[src/rtl/serial_ripple_sub.sv]
// Bit-serial ripple-borrow subtractor: recovers one addend from an adder sum and the other addend.
// One difference bit per clock, LSB first, with valid/ready handshakes on both sides.
module serial_ripple_sub #(
    parameter int WIDTH = 4
) (
    input  logic             i_clk,
    input  logic             i_rst,
    input  logic             i_valid,
    output logic             o_ready,
    input  logic [WIDTH:0]   i_minuend,
    input  logic [WIDTH-1:0] i_subtrahend,
    output logic             o_valid,
    input  logic             i_ready,
    output logic [WIDTH:0]   o_result,
    output logic             o_borrow,
    output logic             o_range_err
);

    localparam int CW = $clog2(WIDTH + 1);
    localparam logic [CW-1:0] LAST_BIT = CW'(WIDTH);

    typedef enum logic [1:0] {
        IDLE,
        SHIFT,
        DONE
    } state_t;

    state_t         state;
    logic [CW-1:0]  cnt;
    logic           borrow;
    logic [WIDTH:0] minuend_q;
    logic [WIDTH:0] subtrahend_q;

    logic bit_a;
    logic bit_b;
    logic diff_bit;
    logic borrow_next;

    assign o_ready = (state == IDLE) & ~i_rst;

    // Full-subtractor cell for the bit currently selected by cnt
    always_comb begin
        bit_a       = minuend_q[cnt];
        bit_b       = subtrahend_q[cnt];
        diff_bit    = bit_a ^ bit_b ^ borrow;
        borrow_next = (~bit_a & bit_b) | (~(bit_a ^ bit_b) & borrow);
    end

    always_ff @(posedge i_clk) begin
        if (i_rst) begin
            state        <= IDLE;
            cnt          <= '0;
            borrow       <= 1'b0;
            minuend_q    <= '0;
            subtrahend_q <= '0;
            o_valid      <= 1'b0;
            o_result     <= '0;
            o_borrow     <= 1'b0;
            o_range_err  <= 1'b0;
        end else begin
            case (state)
                IDLE: begin
                    if (i_valid) begin
                        minuend_q    <= i_minuend;
                        subtrahend_q <= {1'b0, i_subtrahend};
                        borrow       <= 1'b0;
                        o_result     <= '0;
                        cnt          <= '0;
                        state        <= SHIFT;
                    end
                end
                SHIFT: begin
                    o_result[cnt] <= diff_bit;
                    borrow        <= borrow_next;
                    cnt           <= cnt + 1'b1;
                    // The top bit doubles as the overflow indicator for a WIDTH-bit result
                    if (cnt == LAST_BIT) begin
                        o_borrow    <= borrow_next;
                        o_range_err <= borrow_next | diff_bit;
                        o_valid     <= 1'b1;
                        state       <= DONE;
                    end
                end
                DONE: begin
                    if (i_ready) begin
                        o_valid <= 1'b0;
                        state   <= IDLE;
                    end
                end
                default: begin
                    state <= IDLE;
                end
            endcase
        end
    end

endmodule

[config.mk]
export PLATFORM = sky130hd
export DESIGN_NAME = serial_ripple_sub
export DESIGN_NICKNAME = d
export VERILOG_FILES = /design/src/rtl/serial_ripple_sub.sv
export SDC_FILE = /design/constraint.sdc
export NUM_CORES = 1
export LEC_CHECK = 0
export CORE_ASPECT_RATIO = 0.75
export CORE_MARGIN = 2
export CORE_UTILIZATION = 30
export CTS_CLUSTER_SIZE = 8
export DETAILED_ROUTE_END_ITERATION = 7
export HOLD_SLACK_MARGIN = 0.15
export MAX_ROUTING_LAYER = met4
export REMOVE_ABC_BUFFERS = 1
export SYNTH_ARGS = -nofsm -noshare
export SYNTH_HDL_FRONTEND = slang
export SYNTH_SLANG_ARGS = --single-unit
[constraint.sdc]
create_clock -name i_clk -period 6.41 [get_ports i_clk]
set_input_delay 1.282 -clock i_clk [delete_from_list [all_inputs] [get_ports i_clk]]
set_output_delay 1.282 -clock i_clk [all_outputs]
set_load 0.02 [all_outputs]
==> metrics.cfg, run 1 <==
[status]
outcome = completed

[grt]
grt_pass1_wl_mm = 3.643
global_routing_usage_summed_across_all_routing_layers = 0.1168
leftover_overflow_at_the_end_of_global_routing = 0
grt_antenna_before_repair = 0
grt_pass1_vias = 829
maximum_number_of_pins_on_one_net_before_global_route_repair = 27

[synth]
synth.area.top_cells = sky130_fd_sc_hd__dfxtp_1, sky130_fd_sc_hd__nand2_1, sky130_fd_sc_hd__a21oi_1, sky130_fd_sc_hd__buf_6, sky130_fd_sc_hd__mux4_2
ys_seq_elements = 23
post-synth-top-area-cell = sky130_fd_sc_hd__dfxtp_1
async_flop_share = 0
synth_area_in_adders = 0.04031
synth_ff_type = sky130_fd_sc_hd__dfxtp_1
area_of_the_mapped_netlist_um2 = 1117
synth_seq_area_share = 0.4121
syn-mean-instance-area_um2 = 9.158
synth-compound-area-share = 0.09406
post_synth_mux_area_share = 0.07615
number_of_enable_flip_flop_cells_after_synthesis = 0
synth.yosys.warnings = 0
post_synth_xor_area_fraction = 0.007839
netlist-cell-type-count = 34
synth_top_family_by_area = simple AND/OR/NAND/NOR gates
yosys.area_share.simple = 0.2867
netlist_top_cells_count = sky130_fd_sc_hd__dfxtp_1, sky130_fd_sc_hd__nand2_1, sky130_fd_sc_hd__a21oi_1
netlist_instances = 122
synthDominantCellAreaShare = 0.4121

[sta]
worst_slack_ns = 2.453
rsz0062_at_grt = no
timing.final.setup_violations = 0
setup_tns_ns = 0
hold_violations = 0
measured_slew_at_the_worst_slew_check_pin_ns = 1.192
timing.slew.headroom = 0.2038
layout_worst_path_cycle_share = 0.6173
min_period_ns = 3.957
finalMaxSlewViolations = 0
fmax_ghz = 0.2527
finalClockSkew_ns = 0.002830

[floorplanning]
die_width_um = 74.47
design.portCount = 22
chipHeight_um = 56.85
core_area_um2 = 3613
number_of_rows_created_at_floorplan = 19
die_area_um2 = 4234
initial_utilization = 0.3092

[worst_setup_path]
reg2reg_slack_ns = 3.80
critical_path.reg2reg.endpoint = o_result[2]
cpLargestDelayFamily = buffers and inverters
cp_common_cell = sky130_fd_sc_hd__clkdlybuf4s50_1
cp_max_fo = 26
setup.worst_path.class = input pin to primary output
start_kind = input pin
crit_path_start = i_rst
critPathBufInv = 3
rr_worst_depth = 6
critical_path_arrival_ns = 2.67
worst_setup_path_end_kind = primary output
reg2reg_from = cnt[0]
cell_chain_of_the_critical_path = clkdlybuf4s50_1 -> buf_4 -> nor3_1 -> clkdlybuf4s50_1
critPathMaxStageDelay_ns = 0.63
worst-endpoint-required_ns = 5.13
critical-path-slowest-cell = sky130_fd_sc_hd__clkdlybuf4s50_1

[power]
power.density_cell_area_nw_per_um2 = 209.3
share_seq_of_total_power = 0.543
power.clock.fraction = 0.309
internal_power_w = 0.0002142
switching_share = 0.2475
peakVddDrop_mv = 0.1218
comb_power_share = 0.149
power.switching_w = 0.00007047
cellLeakagePower_nw = 0.4720

[drt]
vias_per_cell = 4.637
route.final.wire_length_mm = 2.167
post_drt_wl_per_cell_um = 11.41
iteration_0_drc_count_of_the_detailed_router = 46
number_of_drc_violations_after_detailed_routing = 0
routed-via-count = 881
firstDrtPassIters = 4
ant_nets = 0

[clock_tree]
clock_slew_at_the_register_clock_pins_of_the_worst_setup_and_hold_paths_ns = 0.08
cts_max_path_buffers = 2
cts_root_buffer = sky130_fd_sc_hd__clkbuf_8
tritoncts = yes
clkLatencyLatePin_ns = 0.26
cts_hold_repair.buffers = 0
ctsHtreeMaxLevel = 1
number_of_post_cts_setup_repair_buffers = 0
post_cts_resized = 0
numClockSinks = 23
cts_buffers = 3

[finish]
antennaDiodeCount = 0
design.final.nets = 155
drive_gt1_frac = 0.07971
postLayoutCoreUtil = 0.3764
synthToLayoutAreaGrowth_pct = 21.72

[min_path]
hold_depth = 2
holdPathEnd = minuend_q[3]
worst_hold_path_type = register to register
hp-start = minuend_q[3]

[place]
hpwlAfterDp_mm = 1.567
port_buffers = 21
worst_slack_at_placement_ns = 2.455
globalplace.congestion = 0.8123

[job]
cap_viol_max_count = 0

-- worst register-to-register path: stages (launching register included) --
cell and delay (ns):
sky130_fd_sc_hd__dfxtp_1 0.52, sky130_fd_sc_hd__mux4_2 0.53, sky130_fd_sc_hd__nor2b_1 0.14, sky130_fd_sc_hd__a31oi_1 0.23
sky130_fd_sc_hd__fa_1 0.49, sky130_fd_sc_hd__or2_2 0.36, sky130_fd_sc_hd__o32ai_1 0.26
-- worst max-delay path by stage --
stage | endpoint | cells after the start
global placement | o_ready | 4
global route | o_ready | 4
CTS | o_ready | 4
finish | o_ready | 4
detailed placement | o_ready | 4
floorplan | o_ready | 1
-- power by group through the flow --
stage / clock network, W / logic, W / registers, W
2_1_floorplan: 0 / 0.0000239 / 0.000157
3_3_place_gp: 0 / 0.0000414 / 0.000158
3_5_place_dp: 0 / 0.0000420 / 0.000158
4_1_cts: 0.0000912 / 0.0000422 / 0.000155
5_1_grt: 0.0000978 / 0.0000465 / 0.000156
6_report: 0.0000878 / 0.0000423 / 0.000155
-- registers in the layout, summed over array words and instances (netlist names) --
name          count
borrow            1
cnt               3
o_borrow          1
o_range_err       1
o_valid           1
o_result          5
minuend_q         5
subtrahend_q      4
state             2
-- cells in the final DEF, fill, tap and decap left out, types with 2 or more instances in the layout --
| cell type | netlist | final |
|---|---|---|
| sky130_fd_sc_hd__nor3b_1 | 2 | 2 |
| sky130_fd_sc_hd__mux2i_1 | 4 | 4 |
| sky130_fd_sc_hd__clkbuf_8 | 0 | 3 |
| sky130_fd_sc_hd__nor2b_1 | 5 | 5 |
| sky130_fd_sc_hd__nor2_1 | 4 | 4 |
| sky130_fd_sc_hd__nand3b_1 | 5 | 5 |
| sky130_fd_sc_hd__clkdlybuf4s50_1 | 0 | 21 |
| sky130_fd_sc_hd__a21oi_1 | 15 | 15 |
| sky130_fd_sc_hd__ha_1 | 2 | 2 |
| sky130_fd_sc_hd__inv_1 | 2 | 2 |
| sky130_fd_sc_hd__mux4_2 | 2 | 2 |
| sky130_fd_sc_hd__nor4_1 | 2 | 2 |
| sky130_fd_sc_hd__nand2_1 | 23 | 23 |
| sky130_fd_sc_hd__dfxtp_1 | 23 | 23 |
| sky130_fd_sc_hd__nor3_1 | 3 | 3 |
| sky130_fd_sc_hd__nand3_1 | 5 | 5 |
-- final cells by class --
cell class	count	area (um^2)
multi-input cells	87	564.3
well taps	52	65.06
repair buffers	22	217.7
inverters	2	7.507
fillers	368	2253
clock buffers	4	45.04
flip-flops and latches	23	460.4
-- logic make-up after synthesis --
| group | Yosys count |
|---|---|
| AO/OA/AOI/OAI | 19 |
| AND/OR/NAND/NOR | 58 |
| multiplexers | 6 |
| adder cells (fa/ha/maj) | 3 |
| XOR/XNOR | 1 |
| flip-flops | 23 |
| buffers and inverters | 12 |
-- per-layer routing --
metal  up-vias  part of all wire  global-route usage
met5         -                 0                   -
met4         0             0.012             0.02296
met2        27              0.43              0.1669
met1       402              0.50              0.1569
li1        448                 -                   -
met3         4             0.064             0.04668
-- through the flow --
| step | area, um^2 | hold slack [ns] | std cells | total power, W |
|---|---|---|---|---|
| floorplan | 1032 | 0.4271 | 112 | 0.0001808 |
| global placement | 1315 | 0.4425 | 186 | 0.0001990 |
| detailed placement | 1315 | 0.4469 | 186 | 0.0002000 |
| CTS | 1360 | 0.4584 | 190 | 0.0002881 |
| global route | 1360 | 0.4808 | 190 | 0.0003001 |
| finish | 1360 | 0.4542 | 190 | 0.0002847 |
No activity file was read; power rests on OpenSTA's default activity.
==> inputs of run 2 (changes only) <==
==> constraint.sdc (replaced) <==
create_clock -name i_clk -period 3.7 [get_ports i_clk]
set_input_delay 0.74 -clock i_clk [delete_from_list [all_inputs] [get_ports i_clk]]
set_output_delay 0.74 -clock i_clk [all_outputs]
set_load 0.02 [all_outputs]
==> run 2 against run 1 <==
Against the previous run:
- first-iteration DRC count decreased by 35%
- clock skew decreased by 0.00069 ns
- register-to-register slack worse by 2.7 ns
- critical path depth shrank 1
- total power grew 74%
- clock power is 77% higher
==> metrics.cfg, run 2 (same netlist as run 1, synthesis figures left out) <==
[status]
outcome = completed

[grt]
grt_pass1_wl_mm = 3.657
grt_pass1_vias = 800
maximum_number_of_pins_on_one_net_before_global_route_repair = 26
grt_antenna_before_repair = 0
global_routing_usage_summed_across_all_routing_layers = 0.1152
leftover_overflow_at_the_end_of_global_routing = 0

[worst_setup_path]
critPathMaxStageDelay_ns = 0.64
cpLargestDelayFamily = buffers and inverters
reg2reg_from = cnt[0]
critical-path-slowest-cell = sky130_fd_sc_hd__clkdlybuf4s50_1
cp_common_cell = sky130_fd_sc_hd__clkdlybuf4s50_1
reg2reg_slack_ns = 1.14
start_kind = input pin
critPathBufInv = 2
worst_setup_path_end_kind = primary output
cp_max_fo = 2
critical_path.reg2reg.endpoint = o_result[2]
rr_worst_depth = 6
critical_path_arrival_ns = 2.05
setup.worst_path.class = input pin to primary output
worst-endpoint-required_ns = 2.96
cell_chain_of_the_critical_path = clkdlybuf4s50_1 -> nor3_1 -> clkdlybuf4s50_1

[finish]
drive_gt1_frac = 0.09353
stdcell_count = 191
largest_registers = minuend_q: 5 flops, o_result: 5 flops, subtrahend_q: 4 flops
antennaDiodeCount = 0
nFillCells = 382
layout_common_cells = sky130_fd_sc_hd__nand2_1, sky130_fd_sc_hd__dfxtp_1, sky130_fd_sc_hd__clkdlybuf4s50_1, sky130_fd_sc_hd__a21oi_1
design.final.nets = 156
synthToLayoutAreaGrowth_pct = 22.51

[clock_tree]
clkLatencyLatePin_ns = 0.26
cts_max_path_buffers = 2
number_of_post_cts_setup_repair_buffers = 0
ctsHtreeMaxLevel = 1
clock_slew_at_the_register_clock_pins_of_the_worst_setup_and_hold_paths_ns = 0.08
cts_buffers = 3
numClockSinks = 23
cts_hold_repair.buffers = 0
cts_root_buffer = sky130_fd_sc_hd__clkbuf_8
tritoncts = yes
post_cts_resized = 0

[place]
worst_slack_at_placement_ns = 0.9150
port_buffers = 21
hpwlAfterDp_mm = 1.560
post-place-cells = 187
globalplace.congestion = 0.8321

[drt]
iteration_0_drc_count_of_the_detailed_router = 30
number_of_drc_violations_after_detailed_routing = 0
ant_nets = 0
firstDrtPassIters = 4
routed-via-count = 889
route.final.wire_length_mm = 2.165
post_drt_wl_per_cell_um = 11.34
vias_per_cell = 4.654

[sta]
min_period_ns = 2.791
timing.final.setup_violations = 0
rsz0062_at_grt = no
timing.slew.headroom = 0.7262
setup_tns_ns = 0
hold_violations = 0
layout_worst_path_cycle_share = 0.7544
worst_slack_ns = 0.9086
measured_slew_at_the_worst_slew_check_pin_ns = 0.4099
finalMaxSlewViolations = 0
fmax_ghz = 0.3582
finalClockSkew_ns = 0.002136

[min_path]
hp-start = minuend_q[3]
holdPathEnd = minuend_q[3]
hold_depth = 2
worst_hold_path_type = register to register

[floorplanning]
design.portCount = 22
die_area_um2 = 4234
chipHeight_um = 56.85
die_width_um = 74.47
core_area_um2 = 3613
number_of_rows_created_at_floorplan = 19
initial_utilization = 0.3092

[job]
cap_viol_max_count = 0

[power]
cellLeakagePower_nw = 0.4797
peakVddDrop_mv = 0.1926
power_w = 0.0004965
power.density_cell_area_nw_per_um2 = 362.7

-- run 2: changes by cell type in the layout (fill, tap and decap cells not counted) --
cell,previous run,this run
sky130_fd_sc_hd__buf_4,1,2
sky130_fd_sc_hd__clkbuf_1,1,0
sky130_fd_sc_hd__clkinv_2,0,1
-- run 2: per-stage QoR --
step	instance area [um^2]	util	hold WS, ns
5_1_grt	1369	0.3788	0.4821
3_3_place_gp	1323	0.3660	0.4433
6_report	1369	0.3788	0.4558
2_1_floorplan	1032	-	0.4271
4_1_cts	1369	0.3788	0.4590
3_5_place_dp	1323	0.3660	0.4470
-- run 2: tightest hold or removal path, delay by kind of cell, from the launching register on --
family             cells  cell delay, ns
DFF                    1            0.31
AOI/OAI and AO/OA      1            0.05
and+or+nand+nor        1            0.05
-- run 2: how the worst max path moves through the flow --
stage | cells after the start | slack, ns | startpoint | to
floorplan | 6 | 1.31 | cnt[0] | o_result[3]
global placement | 3 | 0.94 | i_rst | o_ready
detailed placement | 3 | 0.92 | i_rst | o_ready
CTS | 3 | 0.92 | i_rst | o_ready
global route | 3 | 0.83 | i_rst | o_ready
finish | 3 | 0.91 | i_rst | o_ready
-- run 2: cell type report --
class | instances | area, um^2 | area share
Clock buffer | 3 | 41.29 | 0.03016
Clock inverter | 1 | 5.005 | 0.003656
Inverter | 2 | 7.507 | 0.005484
Multi-Input combinational cell | 87 | 564.3 | 0.4122
Sequential cell | 23 | 460.4 | 0.3364
Tap cell | 52 | 65.06 | 0.04753
Timing Repair Buffer | 23 | 225.2 | 0.1645
-- run 2: power breakdown --
| part | switching (W) | total (W) | internal (W) |
|---|---|---|---|
| logic | 0.0000354 | 0.0000736 | 0.0000382 |
| registers | 0.0000105 | 0.000268 | 0.000257 |
| clock network | 0.0000801 | 0.000155 | 0.0000752 |
| total | 0.000126 | 0.000497 | 0.000371 |
-- run 2: metal layers --
metal,share of wire,up-vias,GRT usage
li1,-,453,-
met1,0.53,412,0.1608
met2,0.41,22,0.1593
met3,0.054,2,0.04309
met4,0.0051,0,0.02296
met5,0,-,-
